File: src/rtl/lsu_wb_master.sv
// lsu_wb_master: RV32I load/store unit driving a word-organised Wishbone data port.
//
// One CPU request (funct3, byte address, store data) becomes a single Wishbone word access
// with byte lane selects. Load data is shifted down to the addressed lane and sign- or
// zero-extended. Misaligned or illegal requests fault locally and never reach the bus.
//
// Optional build macro:
//   LSU_TIMEOUT_EN - adds an ack watchdog. If no ack arrives within TIMEOUT_CYCLES
//                    cycles, the access completes with a fault. Without the macro the
//                    unit waits for ack indefinitely.
//
// Parameters:
//   WORD_ADDR      1: o_wb_addr is the word index; 0: o_wb_addr is the byte address with [1:0]=0
//   TIMEOUT_CYCLES ack watchdog limit (only with LSU_TIMEOUT_EN)
//
// Ports:
//   i_clk, i_reset           clock, synchronous active-high reset
//   i_req, i_we, i_funct3    request strobe (sampled in idle), store flag, RV32I funct3
//   i_addr, i_wdata          byte address, store data
//   o_busy, o_done, o_fault  busy, one-cycle completion pulse, fault flag valid with o_done
//   o_rdata                  extended load data, held until the next load completion
//   o_wb_*                   Wishbone master outputs (stb, we, addr, data, sel)
//   i_wb_data/ack/stall      Wishbone slave responses
module lsu_wb_master #(
   parameter bit          WORD_ADDR      = 1'b1,
   parameter int unsigned TIMEOUT_CYCLES = 255
) (
   input  logic        i_clk,
   input  logic        i_reset,
   input  logic        i_req,
   input  logic        i_we,
   input  logic [2:0]  i_funct3,
   input  logic [31:0] i_addr,
   input  logic [31:0] i_wdata,
   output logic        o_busy,
   output logic        o_done,
   output logic        o_fault,
   output logic [31:0] o_rdata,
   output logic        o_wb_stb,
   output logic        o_wb_we,
   output logic [31:0] o_wb_addr,
   output logic [31:0] o_wb_data,
   output logic [3:0]  o_wb_sel,
   input  logic [31:0] i_wb_data,
   input  logic        i_wb_ack,
   input  logic        i_wb_stall
);

   typedef enum logic [1:0] {S_IDLE, S_REQ, S_WAIT, S_DONE} state_t;

   state_t      r_state;
   logic        r_we;
   logic [2:0]  r_funct3;
   logic [1:0]  r_off;

   logic        w_legal;
   logic        w_aligned;
   logic [3:0]  w_sel;
   logic [31:0] w_wdata;
   logic [31:0] w_wb_addr;
   logic [31:0] w_shift;
   logic [31:0] w_load;
   logic        w_timeout;

   // Request decode, evaluated on the live request inputs in S_IDLE.
   always_comb begin
      w_legal = 1'b0;
      case (i_funct3)
         3'b000, 3'b001, 3'b010: w_legal = 1'b1;
         3'b100, 3'b101:         w_legal = !i_we;  // unsigned variants exist for loads only
         default:                w_legal = 1'b0;
      endcase

      w_aligned = 1'b1;
      w_sel     = 4'b1111;
      w_wdata   = i_wdata;
      case (i_funct3[1:0])
         2'b00: begin
            w_sel   = 4'b0001 << i_addr[1:0];
            w_wdata = {4{i_wdata[7:0]}};
         end
         2'b01: begin
            w_aligned = !i_addr[0];
            w_sel     = 4'b0011 << i_addr[1:0];
            w_wdata   = {2{i_wdata[15:0]}};
         end
         default: begin
            w_aligned = (i_addr[1:0] == 2'b00);
         end
      endcase

      w_wb_addr = WORD_ADDR ? {2'b00, i_addr[31:2]} : {i_addr[31:2], 2'b00};
   end

   // Load extraction: bring the addressed lane down to bit 0, then extend.
   always_comb begin
      w_shift = i_wb_data >> {r_off, 3'b000};
      case (r_funct3)
         3'b000:  w_load = {{24{w_shift[7]}}, w_shift[7:0]};
         3'b001:  w_load = {{16{w_shift[15]}}, w_shift[15:0]};
         3'b100:  w_load = {24'd0, w_shift[7:0]};
         3'b101:  w_load = {16'd0, w_shift[15:0]};
         default: w_load = w_shift;
      endcase
   end

`ifdef LSU_TIMEOUT_EN
   logic [31:0] r_wdt;
   // Counter holds the number of cycles already spent in S_REQ/S_WAIT.
   assign w_timeout = (r_wdt >= TIMEOUT_CYCLES - 1);
`else
   // Watchdog compiled out; the parameter is referenced so both builds share one interface.
   assign w_timeout = 1'b0 && (TIMEOUT_CYCLES == 0);
`endif

   always_ff @(posedge i_clk) begin
      if (i_reset) begin
         r_state   <= S_IDLE;
         r_we      <= 1'b0;
         r_funct3  <= 3'd0;
         r_off     <= 2'd0;
         o_busy    <= 1'b0;
         o_done    <= 1'b0;
         o_fault   <= 1'b0;
         o_rdata   <= 32'd0;
         o_wb_stb  <= 1'b0;
         o_wb_we   <= 1'b0;
         o_wb_addr <= 32'd0;
         o_wb_data <= 32'd0;
         o_wb_sel  <= 4'd0;
`ifdef LSU_TIMEOUT_EN
         r_wdt     <= 32'd0;
`endif
      end else begin
         case (r_state)
            S_IDLE: begin
               if (i_req) begin
                  r_we     <= i_we;
                  r_funct3 <= i_funct3;
                  r_off    <= i_addr[1:0];
                  o_busy   <= 1'b1;
                  o_fault  <= 1'b0;
`ifdef LSU_TIMEOUT_EN
                  r_wdt    <= 32'd0;
`endif
                  if (w_legal && w_aligned) begin
                     o_wb_stb  <= 1'b1;
                     o_wb_we   <= i_we;
                     o_wb_addr <= w_wb_addr;
                     o_wb_data <= w_wdata;
                     o_wb_sel  <= w_sel;
                     r_state   <= S_REQ;
                  end else begin
                     r_state <= S_DONE;
                  end
               end
            end

            S_REQ, S_WAIT: begin
`ifdef LSU_TIMEOUT_EN
               r_wdt <= r_wdt + 32'd1;
`endif
               // An ack while still strobing is a valid completion too.
               if (i_wb_ack) begin
                  o_wb_stb <= 1'b0;
                  o_done   <= 1'b1;
                  o_busy   <= 1'b0;
                  if (!r_we) begin
                     o_rdata <= w_load;
                  end
                  r_state  <= S_DONE;
               end else if (w_timeout) begin
                  o_wb_stb <= 1'b0;
                  o_done   <= 1'b1;
                  o_busy   <= 1'b0;
                  o_fault  <= 1'b1;
                  r_state  <= S_DONE;
               end else if ((r_state == S_REQ) && !i_wb_stall) begin
                  // Strobe accepted: drop it so the slave sees exactly one request.
                  o_wb_stb <= 1'b0;
                  r_state  <= S_WAIT;
               end
            end

            S_DONE: begin
               if (o_done) begin
                  o_done  <= 1'b0;
                  r_state <= S_IDLE;
               end else begin
                  // Reached straight from S_IDLE: a locally detected fault.
                  o_done  <= 1'b1;
                  o_busy  <= 1'b0;
                  o_fault <= 1'b1;
               end
            end

            default: r_state <= S_IDLE;
         endcase
      end
   end

endmodule
File: config.mk
export PLATFORM = sky130hd
export DESIGN_NAME = lsu_wb_master
export DESIGN_NICKNAME = d
export VERILOG_FILES = /design/src/rtl/lsu_wb_master.sv
export SDC_FILE = /design/constraint.sdc
export NUM_CORES = 1
export LEC_CHECK = 0
export ABC_AREA = 0
export BUFFER_PORTS_ARGS = -buffer_cell sky130_fd_sc_hd__clkbuf_2
export CORE_MARGIN = 2
export CORE_UTILIZATION = 43
export CTS_CLUSTER_DIAMETER = 30
export DETAILED_ROUTE_END_ITERATION = 12
export GPL_TIMING_DRIVEN = 0
export PLACE_DENSITY = 0.76
export SYNTH_ARGS = -nofsm -noshare
export SYNTH_HDL_FRONTEND = slang
export SYNTH_SLANG_ARGS = --single-unit
export TNS_END_PERCENT = 50
File: constraint.sdc
create_clock -name i_clk -period 1.7 [get_ports i_clk]
set_input_delay 0.085 -clock i_clk [delete_from_list [all_inputs] [get_ports i_clk]]
set_output_delay 0.085 -clock i_clk [all_outputs]
set_load 0.02 [all_outputs]
* After elaboration in Yosys (flattened, before gate mapping)
Index checks and enable logic that the tools add are counted.
** Word-level totals
- Flip-flop bits (word level) :: 111
- Logic and storage cells :: 84
** Cells by class
- Multiplexer cells :: 26
- Bitwise logic cells :: 2
- Reduce and logical (&&, ||, !) cells :: 23
- Shifts and indexed selects :: 3
- Equality and inequality tests :: 17
** Operators by type and width (count)
- one-hot mux 32 bit (4 select lines) :: 1
- one-hot mux 32 bit (2 select lines) :: 1
- >> shifter 32 x 5 -> 32 bit :: 1
- AND reduction 3 bit :: 5
- equality test 3 bit (second input constant) :: 4
- two-way mux 1 bit :: 11
- two-way mux 2 bit :: 5
- != test 2 bit (second input constant) :: 5
- one-hot mux 1 bit (2 select lines) :: 5
- one-hot mux 4 bit (2 select lines) :: 1
- equality test 3 x 1 -> 1 bit (second input constant) :: 2
- logical NOT 2 bit :: 3
- logical NOT 3 bit :: 2
- one-hot mux 2 bit (3 select lines) :: 1
- equality test 2 x 1 -> 1 bit (second input constant) :: 2
- equality test 2 bit (second input constant) :: 2
- AND reduction 2 bit :: 2
- AND reduction 4 bit :: 1
- nonzero test 2 bit :: 2
- OR reduction 2 bit :: 2
- left shift 1 x 2 -> 4 bit (first input constant) :: 1
- left shift 2 x 2 -> 4 bit (first input constant) :: 1
- equality test 3 x 2 -> 1 bit (second input constant) :: 1
- logical NOT 1 bit :: 3
- other kinds (5) :: 7

* Logic depth before layout (Yosys ltp)
- Depth in word-level cells :: 7
- Gate-level depth with buffers :: 8

* Least setup slack after synthesis
Ideal clock, no wire load.
- Path type :: reg2reg
- From :: register r_state[0]
- To :: register o_rdata[22]
- Path buffers :: 2
- Arrival :: 1784 ps
- Cell stages (with the launch flop) :: 9
- Path slack :: -169 ps
- Setup time :: 86 ps
- Cell sequence :: dfxtp_1 -> inv_1 -> ha_1 -> clkbuf_1 -> nand2_1 -> nor2_1 -> clkbuf_1 -> nor2_1 -> a211oi_1
** Between the ends
- Cells in the longest elaborated chain, start to end :: 3
- Elaborated cells on any way between the ends :: 4
- Classes of those cells :: eq/ne: 2; reduce/logical: 2
** RTL lines
- from (decl) :: line 51 : state_t r_state;
- from (signal assigned) :: line 118 : r_state <= S_IDLE;
- from (signal assigned) :: line 152 : r_state <= S_REQ;
- from (signal assigned) :: line 154 : r_state <= S_DONE;
- equality test 2 x 1 -> 1 bit or equality test 2 bit (tied branches) :: line 135 : case (r_state)
- OR reduction 2 bit * :: line 135
- AND reduction 3 bit (no line) *
- to (signal assigned) :: line 169 : o_rdata <= w_load;
- to (decl) :: line 38 : output logic [31:0] o_rdata,
Mark *: on every way between the ends. The rest lies on a longest branch, timed or not.
A chain may end at the register's enable or synchronous reset.

* Worst setup path in the final report
- From :: register r_off[0]
- To :: register o_rdata[28]
** Between the ends
- Cells in the longest elaborated chain, start to end :: 2
** RTL lines
- from (decl) :: line 54 : logic [1:0] r_off;
- from (signal assigned) :: line 140 : r_off <= i_addr[1:0];
- >> shifter 32 x 5 -> 32 bit :: line 97 : w_shift = i_wb_data >> {r_off, 3'b000};
- one-hot mux 32 bit (4 select lines) :: line 98 : case (r_funct3)
No other way between the ends.

==> results.sh <==
export IMPL_netlist_area_leader_share_pct=44.54
export IMPL_finalHoldViolCount=0
export IMPL_portBuffers=204
export IMPL_slew_headroom_pct=44.26
export IMPL_clock_root_buffer="clkbuf_16"
export IMPL_worst_hold_path_type="input pin to flop"
export IMPL_setup_ws_ps=-22.22
export IMPL_end_kind="flop"
export IMPL_clk_pin_slew_worst_paths_ps=80
export IMPL_yosys_register_bits=111
export IMPL_postSynthCellCount=609
export IMPL_yosys_top_cells_area="dfxtp_1 (45%), nand2_1 (9.6%), a21oi_1 (8.9%)"
export IMPL_cts_tree="built"
export IMPL_power_density_nw_per_um2=1352
export IMPL_cp_max_fo=5
export IMPL_fin_crit_sh_pct=101.3
export IMPL_worst_setup_path_type="flop to flop"
export IMPL_initial_core_util_pct=43.88
export IMPL_nNetsFinal=983
export IMPL_grt_setup_unrepaired="true"
export IMPL_antenna_cells=0
export IMPL_post_dp_hpwl_um=11890
export IMPL_whs_ps=3.838
export IMPL_setup_violations=15
export IMPL_async_flop_share_pct=0
export IMPL_die_h_um=111.7
export IMPL_ys_seq_area_share_pct=44.54
export IMPL_clkLatencyLatePin_ps=360
export IMPL_routed_via_density=5.264
export IMPL_die_area_um2=12480
export IMPL_worst_path_max_delay_cell="mux4_2"
export IMPL_netlist_area_um2=4989
export IMPL_outcome="finished with violations"
export IMPL_slew_viol_final=0
export IMPL_synth_warnings=0
export IMPL_grt_pass1_vias=5311
export IMPL_syn2layout_area_growth_pct=44.97
export IMPL_route_vias_total=5380
export IMPL_tightest_slew_ps=836.1
export IMPL_clock_sinks=111
export IMPL_critPathTopFamily="multiplexers"
export IMPL_yosys_area_top_type="dfxtp_1"
export IMPL_rows=39
export IMPL_design_area_um2=7232
export IMPL_finalSetupTns_ps=-195.2
export IMPL_die_w_um=111.7
export IMPL_core_area_um2=11370
export IMPL_gp_congestion=0.8677
export IMPL_grt_overflow_total=0
export IMPL_drt_wl_total_um=17020
export IMPL_min_period_ps=1722
export IMPL_post_route_util_pct=63.61
export IMPL_drc=0
export IMPL_clock_skew_ps=10.78
export IMPL_peakVddDrop_v=0.0007844
export IMPL_fillers=958
export IMPL_path_cells="buf_6, mux2_4, mux4_2, nand2_4, clkbuf_16, a211oi_1"
export IMPL_cts_buffer_depth=2
export IMPL_clock_fmax_mhz=580.6
export IMPL_violations="setup timing"
export IMPL_critical_path_required_ps=1910
export IMPL_h_tree_depth=3
export IMPL_grt_pass1_wl_um=26900
export IMPL_grt_max_degree=19
export IMPL_routedWlPerCell_um=16.65
export IMPL_numCtsBuffers=9
export IMPL_firstDrtPassIters=5
export IMPL_avgSynthCellArea_um2=8.191
export IMPL_antenna_left=0
export IMPL_cp_start_kind="flop"
export IMPL_antenna_found_initial=0
export IMPL_power_leakage_nw=3.132
export IMPL_critPathMaxStageDelay_ps=490
export IMPL_layout_drive_gt1_share_pct=35.95
export IMPL_critPathArrivalTime_ps=1940
export IMPL_critPathBufInv=2
export IMPL_drt_iter0_markers=331
export IMPL_yosysUniqueCellTypes=40
export IMPL_placed_area_um2=6227
export IMPL_grt_use_total_pct=26.64
export IMPL_synth_edf_count=0
export IMPL_ys_flop_type="dfxtp_1"
export IMPL_ios=210
export IMPL_cap_violations=0
==> flip-flops by register name, summed over array words and instances (netlist names) <==
signal	flops
o_done	1
o_wb_sel	4
o_wb_addr	30
r_we	1
o_wb_stb	1
o_rdata	32
o_wb_we	1
r_funct3	3
o_fault	1
o_wb_data	32
o_busy	1
r_off	2
r_state	2
==> layer usage <==
| metal | share of wire [%] | vias up | global-route usage (%) |
|---|---|---|---|
| li1 | - | 2646 | - |
| met1 | 41 | 2475 | 32.00 |
| met2 | 49 | 230 | 45.86 |
| met3 | 7.5 | 29 | 6.315 |
| met4 | 2.6 | 0 | 10.86 |
| met5 | 0 | - | 0 |
==> synthesized netlist by cell type, drive strengths merged (6+ instances only) <==
| master | n |
|---|---|
| nand2 | 129 |
| dfxtp | 111 |
| a21oi | 90 |
| nor2 | 55 |
| clkbuf | 35 |
| mux2i | 32 |
| a211oi | 25 |
| nor3 | 19 |
| buf | 18 |
| o211ai | 15 |
| a311oi | 10 |
| mux2 | 10 |
| o21ai | 9 |
| inv | 7 |
| nand3 | 7 |
| o2bb2ai | 7 |
| nor2b | 6 |
==> stage by stage <==
step / setup slack [ps] / instances / total power, mW
floorplan: 9.305 / 610 / 5.714
global placement: -329.0 / 957 / 6.760
detailed placement: -392.0 / 957 / 6.806
CTS: -1.708 / 1021 / 9.408
global route: -74.98 / 1022 / 10.29
finish: -22.22 / 1022 / 9.779
==> worst paths after layout <==
path            startpoint       endpoint  slack [ps]  cells past startpoint
max reg2reg       r_off[0]    o_rdata[28]         -20                      6
min reg2reg  o_wb_data[30]  o_wb_data[30]         450                      2
max               r_off[0]    o_rdata[28]         -20                      6
min             i_wdata[8]   o_wb_data[8]           4                      3
==> repair_timing <==
item                                    in CTS  in global routing
endpoints found under the setup margin      86                 85
buffers inserted                            12                  1
hold endpoints to repair                    33                  0
gates resized for setup                     39                 39
pin swaps                                    5                  2
hold buffers                                33                  0
cloned                                       3                  1
==> placed cells by master (no fill, tap or decap), drive strengths merged, types with 7 or more instances in the layout <==
cell type	count
nand2	129
mux2	10
mux2i	32
clkbuf	251
nor3	19
o21ai	9
a21oi	90
nor2	55
dfxtp	111
buf	33
a211oi	25
o211ai	15
dlygate4sd3	33
a311oi	10
inv	9
nand3	7
o2bb2ai	7
==> kinds of logic (layout without fill, tap and decap cells) <==
family	Yosys count	after routing	synth area share (%)
AO/OA/AOI/OAI	164	164	20.62
other	1	2	0.07517
flip-flops	111	111	44.54
adder cells (fa/ha/maj)	4	4	1.003
AND/OR/NAND/NOR	225	225	18.54
buffers and inverters	60	329	5.643
multiplexers	44	44	9.581
==> power by group <==
part | leakage, nW | total (mW) | switching (mW) | internal (mW)
logic | 2.10 | 4.31 | 2.49 | 1.81
registers | 0.907 | 3.38 | 0.293 | 3.09
clock network | 0.129 | 2.09 | 1.04 | 1.05
==> area by class of cell <==
class | instances | area, um^2 | share of cell area [%]
plain buffers | 52 | 341.6 | 4.723
clock buffers | 11 | 242.7 | 3.356
repair buffers | 254 | 1520 | 21.02
multi-input cells | 439 | 2655 | 36.71
clock inverters | 5 | 40.04 | 0.5536
well taps | 143 | 178.9 | 2.474
inverters | 7 | 26.28 | 0.3633
flip-flops and latches | 111 | 2227 | 30.80
==> worst min-delay path: stages <==
cell      delay, ps
clkbuf_2         90
o21ai_0          70
a311oi_1         80
Power figures use the tool's default switching activity.
